<file path="src/rtl/wide_add_pkg.sv">
// Shared definitions for the wide multi-limb add sequencer.
package wide_add_pkg;

   // Width of one limb handled by the shared adder per cycle.
   localparam int LIMB_W = 64;

   // Carry-skip group size inside the limb adder.
   localparam int SKIP_BLK = 4;

   typedef enum logic [1:0] {
      IDLE = 2'd0,
      RUN  = 2'd1,
      DONE = 2'd2
   } state_t;

endpackage : wide_add_pkg

</file>
<file path="src/rtl/carry_skip_adder.sv">
// 64-bit carry-skip adder: ripple within 4-bit groups, with the group carry
// bypassing the ripple chain whenever every bit of the group propagates.
module carry_skip_adder
   import wide_add_pkg::*;
(
   input  logic [LIMB_W-1:0] a,
   input  logic [LIMB_W-1:0] b,
   input  logic              cin,
   output logic [LIMB_W-1:0] sum,
   output logic              cout
);

   localparam int N_BLK = LIMB_W / SKIP_BLK;

   logic [LIMB_W-1:0] sum_s;
   logic              carry_s;
   logic              blk_cin_s;
   logic              blk_prop_s;
   logic              bit_p_s;

   // Group-wise ripple with skip multiplexer on each group carry-out.
   always_comb begin
      sum_s      = '0;
      carry_s    = cin;
      blk_cin_s  = 1'b0;
      blk_prop_s = 1'b0;
      bit_p_s    = 1'b0;
      for (int blk = 0; blk < N_BLK; blk++) begin
         blk_cin_s  = carry_s;
         blk_prop_s = 1'b1;
         for (int j = 0; j < SKIP_BLK; j++) begin
            bit_p_s                  = a[blk*SKIP_BLK + j] ^ b[blk*SKIP_BLK + j];
            sum_s[blk*SKIP_BLK + j]  = bit_p_s ^ carry_s;
            carry_s                  = (a[blk*SKIP_BLK + j] & b[blk*SKIP_BLK + j]) | (bit_p_s & carry_s);
            blk_prop_s               = blk_prop_s & bit_p_s;
         end
         if (blk_prop_s) begin
            carry_s = blk_cin_s;
         end else begin
            carry_s = carry_s;
         end
      end
   end

   assign sum  = sum_s;
   assign cout = carry_s;

endmodule : carry_skip_adder

</file>
<file path="src/rtl/wide_add_sequencer.sv">
// LIMBS x 64-bit adder that streams one limb per cycle through a single
// carry_skip_adder, least-significant limb first, chaining the carry in a
// register and holding the full-width result until the consumer takes it.
module wide_add_sequencer
   import wide_add_pkg::*;
#(
   parameter int LIMBS = 4
) (
   input  logic                    clk,
   input  logic                    rst_n,
   input  logic                    in_valid,
   output logic                    in_ready,
   input  logic [LIMB_W*LIMBS-1:0] a,
   input  logic [LIMB_W*LIMBS-1:0] b,
   input  logic                    cin,
   output logic                    out_valid,
   input  logic                    out_ready,
   output logic [LIMB_W*LIMBS-1:0] sum,
   output logic                    cout,
   output logic                    busy
);

   localparam int IDX_W = $clog2(LIMBS);
   localparam int TOT_W = LIMB_W * LIMBS;
   localparam logic [IDX_W-1:0] LAST_IDX = IDX_W'(LIMBS - 1);

   state_t            state_q, state_d;
   logic [IDX_W-1:0]  idx_q,   idx_d;
   logic              carry_q, carry_d;
   logic [TOT_W-1:0]  a_q,     a_d;
   logic [TOT_W-1:0]  b_q,     b_d;
   logic [TOT_W-1:0]  sum_q,   sum_d;
   logic              cout_q,  cout_d;

   logic [LIMB_W-1:0] add_a_s;
   logic [LIMB_W-1:0] add_b_s;
   logic [LIMB_W-1:0] add_sum_s;
   logic              add_cout_s;

   // Select the active limb of each operand for the shared adder.
   always_comb begin
      add_a_s = a_q[idx_q*LIMB_W +: LIMB_W];
      add_b_s = b_q[idx_q*LIMB_W +: LIMB_W];
   end

   carry_skip_adder u_adder (
      .a    (add_a_s),
      .b    (add_b_s),
      .cin  (carry_q),
      .sum  (add_sum_s),
      .cout (add_cout_s)
   );

   // A new operand pair may enter when idle, or when the pending result
   // leaves on this same edge.
   assign in_ready = (state_q == IDLE) || ((state_q == DONE) && out_ready);

   // Next-state and datapath update for the limb sequencer.
   always_comb begin
      state_d = state_q;
      idx_d   = idx_q;
      carry_d = carry_q;
      a_d     = a_q;
      b_d     = b_q;
      sum_d   = sum_q;
      cout_d  = cout_q;
      case (state_q)
         IDLE: begin
            if (in_valid) begin
               a_d     = a;
               b_d     = b;
               carry_d = cin;
               idx_d   = '0;
               state_d = RUN;
            end else begin
               state_d = IDLE;
            end
         end
         RUN: begin
            sum_d[idx_q*LIMB_W +: LIMB_W] = add_sum_s;
            carry_d                       = add_cout_s;
            if (idx_q == LAST_IDX) begin
               cout_d  = add_cout_s;
               idx_d   = '0;
               state_d = DONE;
            end else begin
               idx_d   = idx_q + IDX_W'(1);
            end
         end
         DONE: begin
            if (out_ready && in_valid) begin
               a_d     = a;
               b_d     = b;
               carry_d = cin;
               idx_d   = '0;
               state_d = RUN;
            end else if (out_ready) begin
               state_d = IDLE;
            end else begin
               state_d = DONE;
            end
         end
         default: begin
            state_d = IDLE;
            idx_d   = '0;
         end
      endcase
   end

   // State and datapath registers; reset discards any in-flight addition.
   always_ff @(posedge clk or negedge rst_n) begin
      if (!rst_n) begin
         state_q <= IDLE;
         idx_q   <= '0;
         carry_q <= 1'b0;
         a_q     <= '0;
         b_q     <= '0;
         sum_q   <= '0;
         cout_q  <= 1'b0;
      end else begin
         state_q <= state_d;
         idx_q   <= idx_d;
         carry_q <= carry_d;
         a_q     <= a_d;
         b_q     <= b_d;
         sum_q   <= sum_d;
         cout_q  <= cout_d;
      end
   end

   assign out_valid = (state_q == DONE);
   assign busy      = (state_q == RUN);
   assign sum       = sum_q;
   assign cout      = cout_q;

endmodule : wide_add_sequencer

</file>
<file path="config.mk">
export PLATFORM = sky130hd
export DESIGN_NAME = wide_add_sequencer
export DESIGN_NICKNAME = d
export VERILOG_FILES = /design/src/rtl/wide_add_pkg.sv /design/src/rtl/carry_skip_adder.sv /design/src/rtl/wide_add_sequencer.sv
export SDC_FILE = /design/constraint.sdc
export NUM_CORES = 2
export LEC_CHECK = 0
export BUFFER_PORTS_ARGS = -buffer_cell sky130_fd_sc_hd__buf_4
export CAP_MARGIN = 20
export CORE_MARGIN = 2
export CORE_UTILIZATION = 30
export DETAILED_ROUTE_END_ITERATION = 10
export PLACE_DENSITY = 0.53
export SLEW_MARGIN = 10
export SYNTH_ARGS = -nofsm -noshare
export SYNTH_HDL_FRONTEND = slang
export SYNTH_HIERARCHICAL = 1
export SYNTH_SLANG_ARGS = --single-unit
</file>
<file path="constraint.sdc">
create_clock -name clk -period 29 [get_ports clk]
set_input_delay 1.45 -clock clk [delete_from_list [all_inputs] [get_ports clk]]
set_output_delay 1.45 -clock clk [all_outputs]
set_load 0.01 [all_outputs]
</file>
==> impl_results.md <==
* Outcome: complete, no violations
* List of most frequent post-synthesis cells: 774 x dfrtp_1, 432 x mux2_2, 217 x a22o_1
* Tot GR Track Use at 19.36%
* Final Hold Fails at 0
* Die width at 342.6 µm
* Max Cap Viol at 0
* Total power at 6.871 mW
* WL final at 115.1 mm
* CTS tree: done
* Die height at 342.6 µm
* Mapped Nets at 2,798
* Final clock skew at 27.72 ps
* Clock Latency Late Sink at 660 ps
* FILL cells at 10.68k
* Worst vdd ir at 0.0001340 V
* Fin worst setup slack at 874.3 ps
* Area growth syn-to-layout at 31.37%
* Place WS at -1670 ps
* RR Endpoint: carry_q
* WHS Path Cells at 1
* Req. time, crit path at 29,480 ps
* Asr flop ratio synth at 100.0%
* IO Count at 777
* Final Util at 39.62%
* Worst path slowest cell: mux4_2
* First-pass GRT wire length at 166.9 mm
* Layout cells sized above 1 at 54.77%
* Layout Cells excl Fill at 4,541
* Crit path top cell by count: fa_2
* Critical path buffer and inverter count at 24
* Placed Area at 41,700 µm²
* Synth cell types at 56
* CTS Buffer Depth at 3
* RSZ-0062 raised after global routing: false
* Setup TNS at 0 ps
* WL/cell at 25.35 µm
* Syn Area/Cell at 16.02 µm²
* Hold worst-path end: a_q[209]
* Sequential element share of the synthesized area at 56.32%
* CTS sink cnt at 774
* FMAX at 35.55 MHz
* Cell family with most CP delay: adder cells
* Synth area leaders: dfrtp_1 56%, mux2_2 14%, mux4_2 8.4%
* Clock root buffer: clkbuf_16
* Buffers on Ports at 776
* Reg2Reg Setup Slack at 870 ps
* Period utilization at 96.99%
* Cts hold-fix bufs at 0
* Cell Area, Synth at 34,390 µm²
* Cell Rows at 124
* Leakage power at 20.28 nW
* Core box area at 114,000 µm²
* Overflow after GRT at 0
* Post-Synthesis Cells at 2,147
* Critical path class: reg2reg
* Final setup viols at 0
* Largest net degree at the start of global routing at 169
* Finished Cell Area at 45,180 µm²
* Initial drt markers at 930
* Via/cell ratio at 4.893
* Worst Reg-to-Reg Cells at 115
* Critical Path AT at 28,610 ps
* Cell taking the most area after synthesis: dfrtp_1
* RD Place Congestion at 0.8124
* Synth Warn # at 6
* Max Slew Vio Count at 0
* Final #Nets at 3,612
* Register Area at 19,380 µm²
* Starting density of the core at 30.16%
* Placed cell count at 4,354
* Via count at 22.22k
* HP Start: a_q[209]
* Initial antenna violation count at 9
* Slew @ Worst Pin at 1136 ps
* Routed Antenna Nets at 0
* Number of buffers created by CTS at 90
* Most frequent cell after synthesis: dfrtp_1
* Hold Path Class: reg2reg
* Die Area at 117,400 µm²
* Final hold slack at 479.8 ps
* Pre-antenna DRT Iters at 5
* Area of the multi-input gates at 14,230 µm²
* Vias in the first global route at 24.52k
* Synthesized flop and latch total at 774
* Area share of the leading cell type in the synthesized netlist at 56.32%
* Crit start category: flip-flop
* Clock Pin Slew Worst Setup and Hold Paths at 60 ps
* Max-slew headroom at 24.25%
* Number of remaining DRC errors at 0
* Fin crit period at 28,130 ps
* EDFF count, synth at 0
* Worst Setup End Kind: flip-flop
* Power Density at 152.1 nW/µm²
* Max FO, Critical Path at 4
* Main flop type after synthesis: dfrtp_1
* Slowest stage delay, CP at 530 ps
* H-tree levels at 3
* Crit Reg-Reg Startpoint: idx_q[0]
* Hpwl dp at 85.39 mm
==> routing by layer <==
layer	track usage, %	share of wire [%]	up-vias	wire length, µm
li1	-	-	9588	-
met1	22.77	38	11610	43500
met2	31.77	48	819	55560
met3	7.491	10	192	11550
met4	7.675	3.9	8	4464
met5	0	0.043	-	50
==> what timing repair did <==
| action | in CTS | in global routing |
|---|---|---|
| endpoints found under the setup margin | 18 | 14 |
| resized for setup | 47 | 28 |
| buffers inserted | 21 | 4 |
| pin swaps | 6 | 12 |
| endpoints found under the hold margin | 0 | 0 |
==> state kept, by name (all words and copies together) (netlist names) <==
| signal | cells |
|---|---|
| b_q | 256 |
| state_q | 2 |
| a_q | 256 |
| sum | 256 |
| cout | 1 |
| idx_q | 2 |
| carry_q | 1 |
==> where the power goes <==
group	switching [mW]	internal, mW	total [mW]
Combinational	2.09	1.78	3.87
Clock	0.461	0.701	1.16
Sequential	0.268	1.57	1.84
==> logic make-up (layout without fill, tap and decap cells) <==
logic type                 count (synthesis)  count (layout)  share of synthesized area, %
muxes                                    645             645                         25.31
AOI/OAI and AO/OA                        285             285                         6.742
adders and majority gates                134             134                         6.272
other                                      0               2                             0
buffers and inverters                    160            1040                         3.143
and+or+nand+nor                          149             149                         2.216
DFF                                      774             774                         56.32
==> worst max-delay path by stage <==
stage	from	to	slack, ps	cells past startpoint
after global routing	idx_q[0]	carry_q	7	115
after global placement	idx_q[0]	carry_q	-1180	103
final	idx_q[0]	carry_q	870	115
after CTS	idx_q[0]	carry_q	40	103
after floorplan	idx_q[0]	cout	30	104
after detailed placement	idx_q[0]	carry_q	-1670	103
==> area by class of cell <==
type,instances,share of cell area [%]
Multi-Input combinational cell,1213,31.49
Clock buffer,133,5.857
Sequential cell,774,42.89
Clock inverter,25,0.8115
Antenna cell,2,0.01108
Inverter,16,0.1329
Tap cell,1512,4.187
Timing Repair Buffer,866,14.62
==> cells in the final DEF, fill, tap and decap left out, types with 3 or more instances in the layout <==
cell        Yosys  routed
mux2_1         84      84
buf_12          0       3
inv_2           1       4
and4_1          5       5
mux4_2        128     128
clkbuf_16       0      92
mux2_2        432     431
bufinv_16       0       8
nand4_1         8       8
a21oi_1         4       3
fa_2            0      56
nand2_2         0       4
nand2b_1        5       4
inv_6           0       3
nand2_1        93      88
dfrtp_1       774     772
inv_1          15      12
clkinvlp_4      0       3
clkinv_2        0       7
clkbuf_1       43      22
a22o_1        217     217
buf_4           2     859
nor2_1         11       9
buf_16          0       3
clkbuf_8        0      19
ha_1           70      70
o21ai_0        40      38
o21ai_1         9       9
nor2_4          0       3
nor2b_1         4       3
fa_1           64       8
clkinv_4        0       3
nand4_2         4       4
(Power assumes the default switching activity.)
